<file path="src/rtl/ssd_scan_mux.sv">
// Time-multiplexed seven-segment driver with per-frame snapshot.
// Define SSD_LZ_BLANK_EN to blank leading zero digits.
module ssd_scan_mux #(
  parameter int DIGITS   = 4,
  parameter int PRESCALE = 100000,
  parameter int IDX_W    = $clog2(DIGITS),
  parameter int PRE_W    = $clog2(PRESCALE)
) (
  input  logic                  clk,
  input  logic                  rst_n,
  input  logic                  en,
  input  logic [4*DIGITS-1:0]   value,
  input  logic [DIGITS-1:0]     dp_in,
  output logic [DIGITS-1:0]     anode,
  output logic [6:0]            seg,
  output logic                  dp,
  output logic                  scan_done
);

  localparam logic [PRE_W-1:0] PRE_MAX = PRE_W'(PRESCALE - 1);
  localparam logic [IDX_W-1:0] IDX_MAX = IDX_W'(DIGITS - 1);

  logic [PRE_W-1:0]    pre;
  logic [IDX_W-1:0]    idx;
  logic [4*DIGITS-1:0] shadow;
  logic [DIGITS-1:0]   shadow_dp;
  logic                first;
  logic                tick;
  logic                wrap;
  logic                snap;
  logic [3:0]          nib;
  logic [6:0]          glyph;
`ifdef SSD_LZ_BLANK_EN
  logic                blank;
`endif

  assign tick = en && (pre == PRE_MAX);
  assign wrap = tick && (idx == IDX_MAX);
  assign snap = wrap || !en || first;
  assign nib  = shadow[{idx, 2'b00} +: 4];

`ifdef SSD_LZ_BLANK_EN
  // Digit k>0 is dark when it and every higher nibble are zero.
  assign blank = (idx != '0) &&
                 ((shadow >> {idx, 2'b00}) == '0);
`endif

  // Prescaler and digit index advance only while enabled.
  always_ff @(posedge clk or negedge rst_n) begin
    if (!rst_n) begin
      pre <= '0;
      idx <= '0;
    end else if (en) begin
      pre <= tick ? '0 : pre + 1'b1;
      if (tick) begin
        idx <= (idx == IDX_MAX) ? '0 : idx + 1'b1;
      end
    end
  end

  // Frame snapshot: end of scan, while disabled, or right after reset.
  always_ff @(posedge clk or negedge rst_n) begin
    if (!rst_n) begin
      first     <= 1'b1;
      shadow    <= '0;
      shadow_dp <= '0;
    end else begin
      first <= 1'b0;
      if (snap) begin
        shadow    <= value;
        shadow_dp <= dp_in;
      end
    end
  end

  // Active-low hex glyph for the nibble of the current digit.
  always_comb begin
    glyph = 7'h7F;
    unique case (nib)
      4'h0: glyph = 7'h40;
      4'h1: glyph = 7'h79;
      4'h2: glyph = 7'h24;
      4'h3: glyph = 7'h30;
      4'h4: glyph = 7'h19;
      4'h5: glyph = 7'h12;
      4'h6: glyph = 7'h02;
      4'h7: glyph = 7'h78;
      4'h8: glyph = 7'h00;
      4'h9: glyph = 7'h10;
      4'hA: glyph = 7'h08;
      4'hB: glyph = 7'h03;
      4'hC: glyph = 7'h46;
      4'hD: glyph = 7'h21;
      4'hE: glyph = 7'h06;
      4'hF: glyph = 7'h0E;
    endcase
`ifdef SSD_LZ_BLANK_EN
    if (blank) begin
      glyph = 7'h7F;
    end
`endif
  end

  // Registered pin drive; everything dark while disabled.
  always_ff @(posedge clk or negedge rst_n) begin
    if (!rst_n) begin
      anode     <= '1;
      seg       <= 7'h7F;
      dp        <= 1'b1;
      scan_done <= 1'b0;
    end else begin
      scan_done <= wrap;
      if (en) begin
        anode <= ~(DIGITS'(1) << idx);
        seg   <= glyph;
        dp    <= ~shadow_dp[idx];
      end else begin
        anode <= '1;
        seg   <= 7'h7F;
        dp    <= 1'b1;
      end
    end
  end

endmodule

</file>
<file path="config.mk">
export PLATFORM = sky130hd
export DESIGN_NAME = ssd_scan_mux
export DESIGN_NICKNAME = d
export VERILOG_FILES = /design/src/rtl/ssd_scan_mux.sv
export SDC_FILE = /design/constraint.sdc
export NUM_CORES = 1
export LEC_CHECK = 0
export ABC_AREA = 1
export CAP_MARGIN = 5
export CORE_MARGIN = 2
export CORE_UTILIZATION = 55
export DETAILED_ROUTE_END_ITERATION = 8
export DONT_BUFFER_PORTS = 1
export GPL_ROUTABILITY_DRIVEN = 0
export PLACE_DENSITY = 0.7
export REMOVE_ABC_BUFFERS = 1
export SETUP_SLACK_MARGIN = 0.15
export SYNTH_ARGS = -nofsm -noshare
export SYNTH_HDL_FRONTEND = slang
export SYNTH_SLANG_ARGS = --single-unit
</file>
<file path="constraint.sdc">
create_clock -name clk -period 2.1 [get_ports clk]
set_input_delay 0.42 -clock clk [delete_from_list [all_inputs] [get_ports clk]]
set_output_delay 0.42 -clock clk [all_outputs]
set_load 0.005 [all_outputs]
</file>
==> impl_metrics.csv <==
group,metric,value,unit
yosys,syn-instance-count,361,
floorplan,design.core.area,4820,um^2
yosys,synthesis.area_per_instance,7.75,um^2
floorplan,vertical_die_dimension,75.3,um
yosys,yosys_warnings,0,
yosys,ys_seq_elements,53,
clocking,path_clk_slew,0.09,ns
clocking,number_of_buffers_added_for_setup_after_cts,0,
final_layout,fin_nets,396,
sta,clock-skew-final,0.00708,ns
yosys,synth-edff-count,0,
pwr,power.share.clock,0.283,
pwr,cell_internal_pwr,1730,uW
detailed_routing,wire_per_inst,12.7,um
place,placed_area,2830,um^2
place,placedCellCount,420,
sta,finalMaxSlewViolations,0,
detailed_routing,detailroute.via_count,2250,
worst_hold_path,hold_depth,1,
worst_hold_path,hold_class,"input port to flip-flop",
detailed_routing,dr.pass1.iters,4,
detailed_routing,drt_first_iter_violations,169,
pwr,power.switching_fraction,0.312,
detailed_routing,postRouteWirelength,5470,um
sta,period_needed,1.77,ns
yosys,predominant_post_synthesis_flop_cell,"sky130_fd_sc_hd__dfrtp_1",
pwr,cellPowerDensity,844,nW/um^2
pwr,switching_power,785,uW
worst_setup_path,path_class,"flip-flop to flip-flop",
grt,globalRouteTotalUtil,0.226,
place,hpwl,3960,um
final_layout,antenna_cells,0,
pwr,seq_power_share,0.522,
sta,fmax,0.564,GHz
clocking,tritoncts.num_buffers,5,
final_layout,drive_above_1_share,0.0964,
grt,global_route_wire_length_before_repair,9710,um
detailed_routing,drt_drc_violations_left,0,
detailed_routing,final_antenna_net_count,0,
yosys,synth_sequential_area_ratio,0.480,
worst_setup_path,crit_arrival,2.02,ns
pwr,p_comb_frac,0.194,
grt,first_global_vias,2164,
floorplan,floorplan.die.width,75.3,um
final_layout,areaGrowthSynthToFinish,6.62,%
flow_run,maxCapViolations,0,
grt,grt_overflow,0,
final_layout,final-instance-count-excl-fill,430,
pwr,leakagePower,0.00153,uW
grt,pin_count_of_the_biggest_net_entering_global_routing,54,
sta,rsz_0062_raised_after_global_routing,"false",
clocking,tritoncts,"built",
clocking,cts_root_buffer,"sky130_fd_sc_hd__clkbuf_8",
clocking,clk_latency,0.31,ns
worst_setup_path,required,2.34,ns
yosys,yosysUniqueCellTypes,29,
run_status,run_status,"finished, final reports clean",
detailed_routing,avgViaCountPerCell,5.23,
sta,layout_worst_path_cycle_share,0.845,
worst_setup_path,critPathCaptureType,"flip-flop",
clocking,cts_max_level,2,
worst_setup_path,crit_path_max_fo,8,
yosys,ys_async_sr_fraction,1.00,
worst_setup_path,startpoint_type,"flip-flop",
floorplan,die-area,5670,um^2
pwr,irDropWorstVdd,0.410,mV
worst_setup_path,register_to_register_setup_slack,0.33,ns
worst_setup_path,r2r.worst_path.cells,9,
place,port_buffers,0,
floorplan,row_count,25,
yosys,netlist_area,2800,um^2
clocking,clock_sink_count,53,
sta,tns,0,ns
grt,initial_antenna_violation_count,0,
sta,final-setup-viol-count,0,
floorplan,ioPinCount,36,
clocking,clock_path_buffers,2,
floorplan,floorplan.initialDensity,0.581,
final_layout,final_cell_area,2980,um^2
final_layout,fillCellCount,465,
sta,final-hold-violation-count,0,
==> Yosys cell counts (2+ instances only) <==
| master | number | area share |
|---|---|---|
| sky130_fd_sc_hd__nand2_1 | 124 | 0.17 |
| sky130_fd_sc_hd__nand3_1 | 53 | 0.095 |
| sky130_fd_sc_hd__nor2_1 | 43 | 0.058 |
| sky130_fd_sc_hd__dfrtp_1 | 40 | 0.36 |
| sky130_fd_sc_hd__inv_1 | 28 | 0.038 |
| sky130_fd_sc_hd__dfstp_2 | 13 | 0.12 |
| sky130_fd_sc_hd__ha_1 | 11 | 0.049 |
| sky130_fd_sc_hd__o21ai_0 | 7 | 0.013 |
| sky130_fd_sc_hd__xor2_1 | 4 | 0.013 |
| sky130_fd_sc_hd__a21oi_1 | 3 | 0.0054 |
| sky130_fd_sc_hd__buf_1 | 3 | 0.0040 |
| sky130_fd_sc_hd__buf_2 | 3 | 0.0054 |
| sky130_fd_sc_hd__buf_6 | 3 | 0.012 |
| sky130_fd_sc_hd__nand3_2 | 3 | 0.011 |
| sky130_fd_sc_hd__nor3_1 | 3 | 0.0054 |
| sky130_fd_sc_hd__buf_4 | 2 | 0.0054 |
| sky130_fd_sc_hd__clkinv_1 | 2 | 0.0027 |
| sky130_fd_sc_hd__inv_2 | 2 | 0.0027 |
| sky130_fd_sc_hd__nand2_2 | 2 | 0.0045 |
| sky130_fd_sc_hd__nand3b_1 | 2 | 0.0054 |
| sky130_fd_sc_hd__nand4_1 | 2 | 0.0045 |
==> cells by family (layout without fill, tap and decap cells) <==
logic type                 Yosys count  in the layout  synth area share
DFF                                 53             53             0.480
buffers and inverters               43             45            0.0698
xor gates and xnor gates             5              5            0.0157
adders and majority gates           11             11            0.0492
AOI/OAI and AO/OA                   14             14            0.0282
and+or+nand+nor                    234            234             0.356
other                                1              1           0.00134
==> worst paths after layout <==
path	endpoint	start
min in group asynchronous	pre[3]	rst_n
max in group asynchronous	anode[1]	rst_n
worst max-delay path	seg[6]	idx[1]
worst min-delay path	anode[3]	en
worst min register to register	shadow[11]	shadow[11]
worst max register to register	seg[6]	idx[1]
==> flip-flops by register name, summed over array words and instances (netlist names) <==
register,flops
pre,17
shadow,16
seg,7
anode,4
shadow_dp,4
idx,2
dp,1
first,1
scan_done,1
==> metrics by stage <==
step / setup slack, ns / total power, uW / util / hold WS, ns
detailed placement: 0.382 / 1790 / 0.587 / 0.126
CTS: 0.334 / 2540 / 0.619 / 0.130
global placement: 0.447 / 1770 / 0.587 / 0.126
global route: 0.158 / 2690 / 0.619 / 0.121
finish: 0.326 / 2520 / 0.619 / 0.147
floorplan: 0.273 / 1670 / - / 0.124
==> worst max-delay path, stage by stage (launching register included) <==
cell and delay [ns]:
sky130_fd_sc_hd__dfrtp_1 0.48, sky130_fd_sc_hd__inv_1 0.24, sky130_fd_sc_hd__nand3_1 0.10, sky130_fd_sc_hd__nand2_1 0.20, sky130_fd_sc_hd__inv_1 0.12, sky130_fd_sc_hd__ha_1 0.23
sky130_fd_sc_hd__nand3_1 0.13, sky130_fd_sc_hd__nand3_1 0.09, sky130_fd_sc_hd__nand2_1 0.07, sky130_fd_sc_hd__nand2_1 0.05
==> metal layers <==
| metal | wire (um) | vias up | track usage | share of wire |
|---|---|---|---|---|
| li1 | - | 1133 | - | - |
| met1 | 2570 | 1061 | 0.307 | 0.47 |
| met2 | 2570 | 49 | 0.364 | 0.47 |
| met3 | 248 | 7 | 0.0450 | 0.045 |
| met4 | 78 | 0 | 0.0780 | 0.014 |
| met5 | 0 | - | 0 | 0 |
==> timing repair <==
item,CTS,global route
endpoints found under the hold margin,53,0
resized for setup,0,0
hold buffers,2,0
==> power groups by stage <==
stage	Sequential [uW]	Clock (uW)	Combinational, uW
floorplan	1290	0	375
global route	1340	771	578
finish	1310	713	489
detailed placement	1330	0	460
CTS	1310	736	492
global placement	1330	0	441
==> area by class of cell <==
class                      count  area, um^2  area share
sequential                    53        1340       0.450
inverter                      32         120      0.0403
multi-input combinational    265        1260       0.422
clock inverter                 1        30.0      0.0101
timing repair buffer           5        60.1      0.0201
tap                           67        83.8      0.0281
clock buffer                   7        86.3      0.0290
==> placed cells by master (no fill, tap or decap) <==
| master | Yosys | routed |
|---|---|---|
| sky130_fd_sc_hd__conb_1 | 1 | 1 |
| sky130_fd_sc_hd__nor2_1 | 43 | 43 |
| sky130_fd_sc_hd__nand2_2 | 2 | 2 |
| sky130_fd_sc_hd__nand3b_1 | 2 | 2 |
| sky130_fd_sc_hd__dlygate4sd3_1 | 0 | 1 |
| sky130_fd_sc_hd__nand4_1 | 2 | 2 |
| sky130_fd_sc_hd__a21oi_1 | 3 | 3 |
| sky130_fd_sc_hd__clkbuf_1 | 0 | 1 |
| sky130_fd_sc_hd__nand2_1 | 124 | 124 |
| sky130_fd_sc_hd__nand3_1 | 53 | 53 |
| sky130_fd_sc_hd__xnor2_1 | 1 | 1 |
| sky130_fd_sc_hd__clkbuf_8 | 0 | 6 |
| sky130_fd_sc_hd__nor2_4 | 1 | 1 |
| sky130_fd_sc_hd__bufinv_16 | 0 | 1 |
| sky130_fd_sc_hd__buf_16 | 0 | 1 |
| sky130_fd_sc_hd__nor2_2 | 1 | 1 |
| sky130_fd_sc_hd__buf_4 | 2 | 3 |
| sky130_fd_sc_hd__nor3_1 | 3 | 3 |
| sky130_fd_sc_hd__nand3_2 | 3 | 3 |
| sky130_fd_sc_hd__xor2_1 | 4 | 4 |
| sky130_fd_sc_hd__inv_1 | 28 | 28 |
| sky130_fd_sc_hd__o21ai_1 | 1 | 1 |
| sky130_fd_sc_hd__inv_2 | 2 | 2 |
| sky130_fd_sc_hd__ha_1 | 11 | 11 |
| sky130_fd_sc_hd__dfstp_2 | 13 | 13 |
| sky130_fd_sc_hd__a21oi_2 | 1 | 1 |
| sky130_fd_sc_hd__o22ai_1 | 1 | 1 |
| sky130_fd_sc_hd__clkinv_1 | 2 | 2 |
| sky130_fd_sc_hd__o21ai_0 | 7 | 7 |
| sky130_fd_sc_hd__o21ai_2 | 1 | 1 |
| sky130_fd_sc_hd__dfrtp_1 | 40 | 40 |
Note: power is estimated with default switching activity, not from simulation.
